## src/rtl/alu_share_arbiter.sv

```systemverilog
// Round-robin share of one ALU between two valid/ready requesters; accept at N, response at N+2.
// One op in flight at a time; a stalled response holds both requesters off until rsp_ready[owner].
module alu_share_arbiter #(
  parameter int Width = 32,
  parameter int CNT_W = 16
) (
  input  logic             clk,
  input  logic             reset,
  input  logic             req0_valid,
  output logic             req0_ready,
  input  logic [Width-1:0] req0_a,
  input  logic [Width-1:0] req0_b,
  input  logic [3:0]       req0_ctrl,
  input  logic             req1_valid,
  output logic             req1_ready,
  input  logic [Width-1:0] req1_a,
  input  logic [Width-1:0] req1_b,
  input  logic [3:0]       req1_ctrl,
  output logic [1:0]       rsp_valid,
  input  logic [1:0]       rsp_ready,
  output logic [Width-1:0] rsp_result,
  output logic             rsp_zero,
  output logic             rsp_err,
  output logic [Width-1:0] alu_a,
  output logic [Width-1:0] alu_b,
  output logic [3:0]       alu_ctrl,
  input  logic [Width-1:0] alu_result,
  input  logic             alu_zero,
  output logic [CNT_W-1:0] cnt0,
  output logic [CNT_W-1:0] cnt1
);

  typedef enum logic [1:0] {IDLE, EXEC, RESP} state_t;

  state_t           state, state_nxt;
  logic             prio;
  logic             owner;
  logic [Width-1:0] a_q, b_q;
  logic [3:0]       ctrl_q;
  logic             grant_vld;
  logic             grant_id;
  logic             accept;
  logic             done;
  logic             ctrl_legal;

  // Contention resolves to prio; a lone requester always wins.
  always_comb begin
    grant_vld = req0_valid | req1_valid;
    grant_id  = 1'b0;
    if (req0_valid && req1_valid) grant_id = prio;
    else if (req1_valid)          grant_id = 1'b1;
  end

  assign accept = (state == IDLE) & grant_vld;
  assign done   = (state == RESP) & rsp_ready[owner];

  assign req0_ready = ~reset & accept & ~grant_id;
  assign req1_ready = ~reset & accept & grant_id;

  always_comb begin
    rsp_valid = 2'b00;
    if (!reset && state == RESP) rsp_valid[owner] = 1'b1;
  end

  always_comb begin
    case (ctrl_q)
      4'b0000, 4'b0001, 4'b0010, 4'b0110, 4'b0111, 4'b1100: ctrl_legal = 1'b1;
      default:                                              ctrl_legal = 1'b0;
    endcase
  end

  assign alu_a    = a_q;
  assign alu_b    = b_q;
  assign alu_ctrl = ctrl_q;

  always_ff @(posedge clk) begin
    if (reset) state <= IDLE;
    else       state <= state_nxt;
  end

  always_comb begin
    state_nxt = state;
    case (state)
      IDLE:    if (grant_vld) state_nxt = EXEC;
      EXEC:    state_nxt = RESP;
      RESP:    if (rsp_ready[owner]) state_nxt = IDLE;
      default: state_nxt = IDLE;
    endcase
  end

  always_ff @(posedge clk) begin
    if (reset) begin
      prio       <= 1'b0;
      owner      <= 1'b0;
      a_q        <= '0;
      b_q        <= '0;
      ctrl_q     <= '0;
      rsp_result <= '0;
      rsp_zero   <= 1'b0;
      rsp_err    <= 1'b0;
      cnt0       <= '0;
      cnt1       <= '0;
    end else begin
      if (accept) begin
        owner  <= grant_id;
        a_q    <= grant_id ? req1_a    : req0_a;
        b_q    <= grant_id ? req1_b    : req0_b;
        ctrl_q <= grant_id ? req1_ctrl : req0_ctrl;
      end
      if (state == EXEC) begin
        rsp_result <= alu_result;
        rsp_zero   <= alu_zero;
        rsp_err    <= ~ctrl_legal;
      end
      if (done) begin
        prio <= ~owner;
        // Counters stick at all-ones rather than wrapping.
        if (owner) begin
          if (cnt1 != '1) cnt1 <= cnt1 + CNT_W'(1);
        end else begin
          if (cnt0 != '1) cnt0 <= cnt0 + CNT_W'(1);
        end
      end
    end
  end

endmodule

```

## config.mk

```make
export PLATFORM = sky130hd
export DESIGN_NAME = alu_share_arbiter
export DESIGN_NICKNAME = d
export VERILOG_FILES = /design/src/rtl/alu_share_arbiter.sv
export SDC_FILE = /design/constraint.sdc
export NUM_CORES = 1
export LEC_CHECK = 0
export ABC_AREA = 1
export CAP_MARGIN = 10
export CORE_AREA = 2 2 121 123
export CTS_BUF_LIST = sky130_fd_sc_hd__clkbuf_4
export DETAILED_ROUTE_END_ITERATION = 10
export DIE_AREA = 0 0 123 125
export PLACE_DENSITY = 0.87
export SYNTH_ARGS = -nofsm -noshare
export SYNTH_HDL_FRONTEND = slang
export SYNTH_SLANG_ARGS = --single-unit
```

## constraint.sdc

```tcl
create_clock -name clk -period 2.5 [get_ports clk]
set_clock_uncertainty 0.2 [all_clocks]
set_input_delay 0.375 -clock clk [delete_from_list [all_inputs] [get_ports clk]]
set_output_delay 0.375 -clock clk [all_outputs]
set_load 0.01 [all_outputs]
```

==> results.md, run 1 <==
- DR vias: 6833
- Share of cells above drive strength 1: 5.91%
- Post-synthesis instance total: 863
- Max_cap viols: 0
- Sink Count: 138
- Final setup violation count: 0
- Routed Antenna Nets: 0
- Initial Util: 42.9%
- Synth cell types: 32
- Total track usage: a little over a quarter
- Post-detail-place hpwl: 14.8 mm
- Met1 GRT Util: a little under a third
- CTS H-tree lvls: 4
- P_int: 4.03 mW
- Top_reg_cell synth: dfxtp_1
- RSZ-0062 raised after global routing: false
- Synthesis-stage register bit count: around 140
- Maximum vdd drop: 342 uV
- Hold Fails Final Rpt: 0
- Slowest Stage Delay on Critical Path: 0.39 ns
- Slew margin rel.: 53.5%
- Worst EP arrival: 1.75 ns
- Met2 Use GR: approximately 44%
- First-pass GRT wire length: 32.5 mm
- Slowest CP cell: dfxtp_4
- Flop pwr share: 45.3%
- Die height: 125 um
- CTS Buf Count: 17
- Worst slew pin tran: ~0.70 ns
- Comb power frac: 24.1%
- Power share of the clock group: 30.5%
- Final total negative setup slack: 0 ns
- Worst-path maximum fanout: 5
- Seq/Total Area, Yosys: 45.4%
- Peak Freq: around 430 MHz
- Iter 0 DRT Violations: 495
- WL per Instance: 15.1 um
- Die width: 123 um
- Most frequent cells in the layout: 308 x clkdlybuf4s50_1, 218 x nand2_1, 152 x nor2_1
- Post-Route WL: 20.6 mm
- Critical setup path kind: flip-flop to output pin
- Crit end category: output pin
- IO buf count: 312
- Status: completed
- Fin. max-slew vios: 0
- DRC: 0
- Area delta synth->final: 58.5%
- Met3 Use GR: between 8 and 9%
- Fin crit period: 2.33 ns
- Synth warn: 0
- Post-CTS Setup Bufs: 0
- Dpl ws: 0.00327 ns
- Share of flip-flops with an asynchronous set or reset: 0%
- Boundary Pins: 313
- Sw frac: 27.2%
- Busiest grt layer: met2
- Drt pass-1 iters: 5
- Nets: 1333
- Core Rows: 44
- Largest net degree at the start of global routing: ~130
- GRT overflow: 0
- Req. time, crit path: roughly 1.9 ns
- CTS tree: built
- Flop-to-flop setup slack: 0.48 ns
- Mapped cell area: around 6100 um2
- Die footprint: 15400 um2
- Worst hold path type: input port to flip-flop
- Hold-fix buffers, CTS: 0
- PD cells: 574 nW/um2
- Commonest non-fill, non-tap cell in the layout: clkdlybuf4s50_1
- Core footprint: ~14000 um2
- Clk_lat worst skew: 0.54 ns
- CTS max path bufs: 2
- Mapped Nets: 1040
- Root Driver: clkbuf_4
- Fin crit share: 93.2%
- # fillers: 1152
- Post-synth EDFFs: 0
- Net switching power: 1.51 mW
- Vias per inst: 5.04
- Clk pin slew, worst setup/hold paths: 0.11 ns
- Leakage power: 3.83 nW
- CP Launch Type: flip-flop
- Vias in the first global route: between 6000 and 7000
- Post-route setup slack: 0.171 ns
- Critical-path cell list: nor2_1 -> o21ai_2 -> nor3_1 -> dlygate4sd2_1
- Avg Inst Size Synth: 7.06 um2
- Initial antenna violation count: 5
- GPL Wtd Cong: 0.864
==> kinds of logic (layout without fill, tap and decap cells) <==
logic type | count (synthesis) | in the layout | share of synthesized area (%)
AOI/OAI and AO/OA | 197 | 197 | 17.8
xor gates and xnor gates | 2 | 2 | 0.288
adders and majority gates | 2 | 2 | 0.411
DFF | 138 | 138 | 45.4
buffers and inverters | 91 | 396 | 6.99
other | 0 | 5 | 0
and+or+nand+nor | 433 | 433 | 29.2
==> cell usage after synthesis (2+ instances only) <==
| cell type | count | area share [%] |
|---|---|---|
| nor3_2 | 2 | 0.33 |
| nor3_1 | 4 | 0.33 |
| nand3b_1 | 3 | 0.37 |
| nand2_1 | 219 | 13 |
| nor2_1 | 152 | 9.4 |
| a21oi_1 | 18 | 1.5 |
| nand4_1 | 3 | 0.31 |
| nor2_4 | 5 | 0.92 |
| a31oi_1 | 67 | 6.9 |
| o21ai_0 | 106 | 8.7 |
| nor2_2 | 3 | 0.31 |
| buf_6 | 7 | 1.3 |
| dfxtp_1 | 138 | 45 |
| inv_1 | 34 | 2.1 |
| clkbuf_1 | 22 | 1.4 |
| ha_1 | 2 | 0.41 |
| xor2_1 | 2 | 0.29 |
| buf_2 | 21 | 1.7 |
| inv_2 | 4 | 0.25 |
| o21ai_1 | 2 | 0.16 |
| nand3_1 | 31 | 2.5 |
| nand2_2 | 8 | 0.82 |
==> flip-flops by register name (all words and copies together) (netlist names) <==
signal      count
alu_a          32
cnt0           16
rsp_zero        1
state           2
prio            1
cnt1           16
owner           1
alu_ctrl        4
rsp_result     32
alu_b          32
rsp_err         1
==> final timing paths <==
kind	cells after the start	to	startpoint
setup reg to reg	7	cnt1[3]$_SDFFE_PP0P_	cnt1[1]$_SDFFE_PP0P_
setup / recovery	4	req0_ready	state[1]$_SDFFE_PP0P_
hold reg to reg	2	prio$_SDFFE_PP0N_	prio$_SDFFE_PP0N_
hold / removal	3	alu_b[31]$_SDFFE_PP0P_	req0_b[31]
==> final cells by class <==
cell class | instances | area, um2 | share of cell area (%)
antenna | 5 | 12.5 | 0.130
clock buffer | 19 | 143 | 1.48
clock inverter | 12 | 179 | 1.85
inverter | 39 | 149 | 1.54
multi-input combinational | 634 | 2900 | 30.1
sequential | 138 | 2770 | 28.7
tap | 184 | 230 | 2.39
timing repair buffer | 326 | 3270 | 33.9
==> worst max-delay path, delay by kind of cell (launching register included) <==
kind | cells | cell delay (ns)
buffers and inverters | 1 | 0.35
flip-flops | 1 | 0.39
AO/OA/AOI/OAI | 1 | 0.10
AND/OR/NAND/NOR | 2 | 0.38
==> through the flow <==
stage	instance area, um2	util [%]	cells	hold WS (ns)	total power [mW]
floorplan	6090	-	863	0.243	3.09
global placement	9310	65.6	1321	0.275	3.88
detailed placement	9310	65.6	1321	0.280	3.89
CTS	9630	67.8	1352	0.154	5.57
global route	9650	67.9	1356	0.152	5.81
finish	9650	68.0	1357	0.197	5.54
==> power by group through the flow <==
stage | clock, mW | combinational (mW) | sequential (mW)
5_1_grt | 1.82 | 1.45 | 2.54
6_report | 1.69 | 1.34 | 2.51
2_1_floorplan | 0 | 0.447 | 2.64
3_5_place_dp | 0 | 1.34 | 2.56
3_3_place_gp | 0 | 1.32 | 2.55
4_1_cts | 1.72 | 1.34 | 2.51
==> per-layer routing <==
layer | wire, um | vias to the layer above | part of all wire, %
met3 | 1490 | 52 | 7.3
met5 | 0 | - | 0
li1 | - | 3439 | -
met1 | 8030 | 3083 | 39
met4 | 814 | 0 | 4.0
met2 | 10200 | 259 | 50
==> repair_timing <==
action / 4_1_cts / 5_1_grt
setup endpoints to repair: 4 / 2
cloned: 0 / 0
gates resized for setup: 3 / 3
pin swaps: 0 / 0
Power figures use the tool's default switching activity.
==> inputs of run 2 (changes only) <==
--- a/config.mk
+++ b/config.mk
@@ -7,11 +7,10 @@
 export LEC_CHECK = 0
 export ABC_AREA = 1
 export CAP_MARGIN = 10
-export CORE_AREA = 2 2 121 123
-export CTS_BUF_LIST = sky130_fd_sc_hd__clkbuf_4
+export CORE_UTILIZATION = 40
+export CTS_BUF_LIST = sky130_fd_sc_hd__clkbuf_4 sky130_fd_sc_hd__clkbuf_8 sky130_fd_sc_hd__clkbuf_16
 export DETAILED_ROUTE_END_ITERATION = 10
-export DIE_AREA = 0 0 123 125
-export PLACE_DENSITY = 0.87
+export PLACE_DENSITY = 0.81
 export SYNTH_ARGS = -nofsm -noshare
 export SYNTH_HDL_FRONTEND = slang
 export SYNTH_SLANG_ARGS = --single-unit
==> constraint.sdc (replaced) <==
create_clock -name clk -period 2.2 [get_ports clk]
set_clock_uncertainty 0.2 [all_clocks]
set_input_delay 0.33 -clock clk [delete_from_list [all_inputs] [get_ports clk]]
set_output_delay 0.33 -clock clk [all_outputs]
set_load 0.01 [all_outputs]
==> run 2 against run 1 <==
The flow now finishes with violations (design-rule violations); clock power increased by 100%; hold slack improved by 0.069 ns; largest cell class unchanged; utilization increased by 0.42 points; design area increased by 4.1%; worst setup slack got worse by 0.031 ns; critical path type is now input port to output pin; critical path depth increased by 3.
==> results.md, run 2 (synthesis results as in run 1) <==
- CTS H-tree lvls: 4 (unchanged)
- Met3 Use GR: 8.04% (was 8.53%)
- Share of cells above drive strength 1: 6.98% (was 5.91%)
- Busiest grt layer: met2 (unchanged)
- Nets: 1339 (was 1333)
- CTS max path bufs: 2 (unchanged)
- Routed Antenna Nets: 0 (unchanged)
- Req. time, crit path: 1.67 ns (was 1.92 ns)
- Root Driver: clkbuf_16 (was clkbuf_4)
- Largest net degree at the start of global routing: 82 (was 132)
- Crit end category: output pin (unchanged)
- DRC: 7 (was 0)
- Design area: 10100 um2 (was 9650 um2)
- Initial antenna violation count: 1 (was 5)
- Worst slew pin tran: 0.710 ns (was 0.698 ns)
- Commonest non-fill, non-tap cell in the layout: clkdlybuf4s50_1 (unchanged)
- First-pass GRT wire length: 32.8 mm (was 32.5 mm)
- Vias per inst: 5.05 (was 5.04)
- Fin. max-slew vios: 0 (unchanged)
- Boundary Pins: 313 (unchanged)
- Initial Util: 41.4% (was 42.9%)
- Hold Fails Final Rpt: 0 (unchanged)
- Met1 GRT Util: 30.6% (was 31.4%)
- Die footprint: 15700 um2 (was 15400 um2)
- Worst hold slack: 0.265 ns (was 0.197 ns)
- Design Power: 7.81 mW (was 5.54 mW)
- Hold-fix buffers, CTS: 0 (unchanged)
- Area of the multi-input gates: 2900 um2 (unchanged)
- PD cells: 777 nW/um2 (was 574 nW/um2)
- Maximum vdd drop: 532 uV (was 342 uV)
- Drt pass-1 iters: 10 (was 5)
- DR vias: 6866 (was 6833)
- Placed Area: 9360 um2 (was 9310 um2)
- CP Launch Type: input port (was flip-flop)
- Status: complete, but fails checks (was completed)
- Clk pin slew, worst setup/hold paths: 0.06 ns (was 0.11 ns)
- Leakage power: 3.99 nW (was 3.83 nW)
- Peak Freq: between 400 and 500 MHz
- RSZ-0062 raised after global routing: false (unchanged)
- Iter 0 DRT Violations: 512 (was 495)
- Critical setup path kind: input port to output pin (was flip-flop to output pin)
- Clk_lat worst skew: 0.42 ns (was 0.54 ns)
- Failing checks: design-rule violations
- Core Rows: 44 (unchanged)
- # fillers: 1224 (was 1152)
- Fin crit share: 93.6%
- GPL Wtd Cong: 0.869 (was 0.864)
- Die width: 125 um (was 123 um)
- GRT overflow: 0 (unchanged)
- Post-CTS Setup Bufs: 0 (unchanged)
- Fin crit period: 2.06 ns
- Post-Route WL: 20.5 mm (was 20.6 mm)
- Vias in the first global route: 6459 (was 6450)
- WL per Instance: 15.1 um (about the same)
- Area delta synth->final: 65.1% (was 58.5%)
- Max_cap viols: 0 (unchanged)
- Final setup violation count: 0 (unchanged)
- Most frequent cells in the layout: 308 x clkdlybuf4s50_1, 218 x nand2_1, 152 x nor2_1 (unchanged)
- Worst hold path type: flip-flop to flip-flop (was input port to flip-flop)
- Worst EP arrival: 1.53 ns (was 1.75 ns)
- Reg area: 2760 um2 (was 2770 um2)
- CTS tree: built (unchanged)
- Met2 Use GR: 44.3% (was 44.1%)
- Post-detail-place hpwl: 14.5 mm (was 14.8 mm)
- Sink Count: 138 (unchanged)
- CTS Buf Count: 17 (unchanged)
- Total track usage: 26.3% (was 26.9%)
- Worst-path maximum fanout: 4 (was 5)
- IO buf count: 312 (unchanged)
- Slew margin rel.: 52.7% (was 53.5%)
- Die height: 125 um (about the same)
- Core footprint: 14700 um2 (was 14200 um2)
-- run 2: changes by cell type in the layout (fill, tap and decap cells not counted), sizes merged --
cell,delta
inv,+3
bufinv,+2
dlymetal6s2s,-2
clkbuf,+1
clkinv,-4
clkinvlp,+1
diode,-4
buf,+6
-- run 2: final timing paths --
check                           cells past startpoint                 start  slack, ns                    end
worst max register to register                      9  cnt1[0]$_SDFFE_PP0P_       0.36  cnt1[14]$_SDFFE_PP0P_
worst min-delay path                                2     prio$_SDFFE_PP0N_       0.27      prio$_SDFFE_PP0N_
worst min register to register                      2     prio$_SDFFE_PP0N_       0.27      prio$_SDFFE_PP0N_
worst max-delay path                                7            req0_valid       0.14             req0_ready
-- run 2: where the power goes --
group          internal [mW]  switching (mW)  total, mW  leakage (nW)
Combinational          0.846           0.684       1.53          2.52
Clock                   2.28            1.14       3.42         0.341
Sequential              2.73           0.122       2.86          1.14
-- run 2: metrics by stage --
| step | instances | utilization [%] | TNS, ns | worst slack, ns |
|---|---|---|---|---|
| after detailed placement | 1327 | 63.6 | -1.07 | -0.249 |
| after global routing | 1360 | 68.4 | 0 | 0.0515 |
| final | 1360 | 68.4 | 0 | 0.140 |
| after floorplan | 863 | - | 0 | 0.500 |
| after CTS | 1359 | 68.4 | 0 | 0.00498 |
| after global placement | 1327 | 63.6 | -0.547 | -0.224 |
-- run 2: worst max-delay path, cell delays in order --
cell,delay (ns)
clkdlybuf4s50_1,0.54
nand2_1,0.09
nand2_2,0.08
inv_2,0.04
nor3_1,0.14
buf_4,0.16
clkbuf_2,0.14
-- run 2: final cells by class --
cell class	instances	share of cell area, %
diodes	1	0.0249
clock buffers	18	4.37
well taps	184	2.29
multi-input cells	634	28.9
clock inverters	14	2.65
inverters	39	1.47
repair buffers	332	32.8
flip-flops and latches	138	27.5
-- run 2: repair_timing --
action / in CTS / in global routing
endpoints found under the hold margin: 0 / 0
resized for setup: 5 / 3
gates cloned: 0 / 0
endpoints found under the setup margin: 4 / 2
-- run 2: per-layer routing --
layer | vias up | share of wire (%) | wire (um)
met5 | - | 0 | 0
met4 | 0 | 3.3 | 681
met3 | 40 | 6.6 | 1360
met2 | 228 | 49 | 10000
met1 | 3144 | 41 | 8400
li1 | 3454 | - | -
==> inputs of run 3 (changes only) <==
--- a/config.mk
+++ b/config.mk
@@ -6,6 +6,7 @@
 export NUM_CORES = 1
 export LEC_CHECK = 0
 export ABC_AREA = 1
+export ABC_CLOCK_PERIOD_IN_PS = 2200
 export CAP_MARGIN = 10
 export CORE_UTILIZATION = 40
 export CTS_BUF_LIST = sky130_fd_sc_hd__clkbuf_4 sky130_fd_sc_hd__clkbuf_8 sky130_fd_sc_hd__clkbuf_16
==> results of run 3 <==
The final DEF is identical to that of run 2; final timing and power are the same.
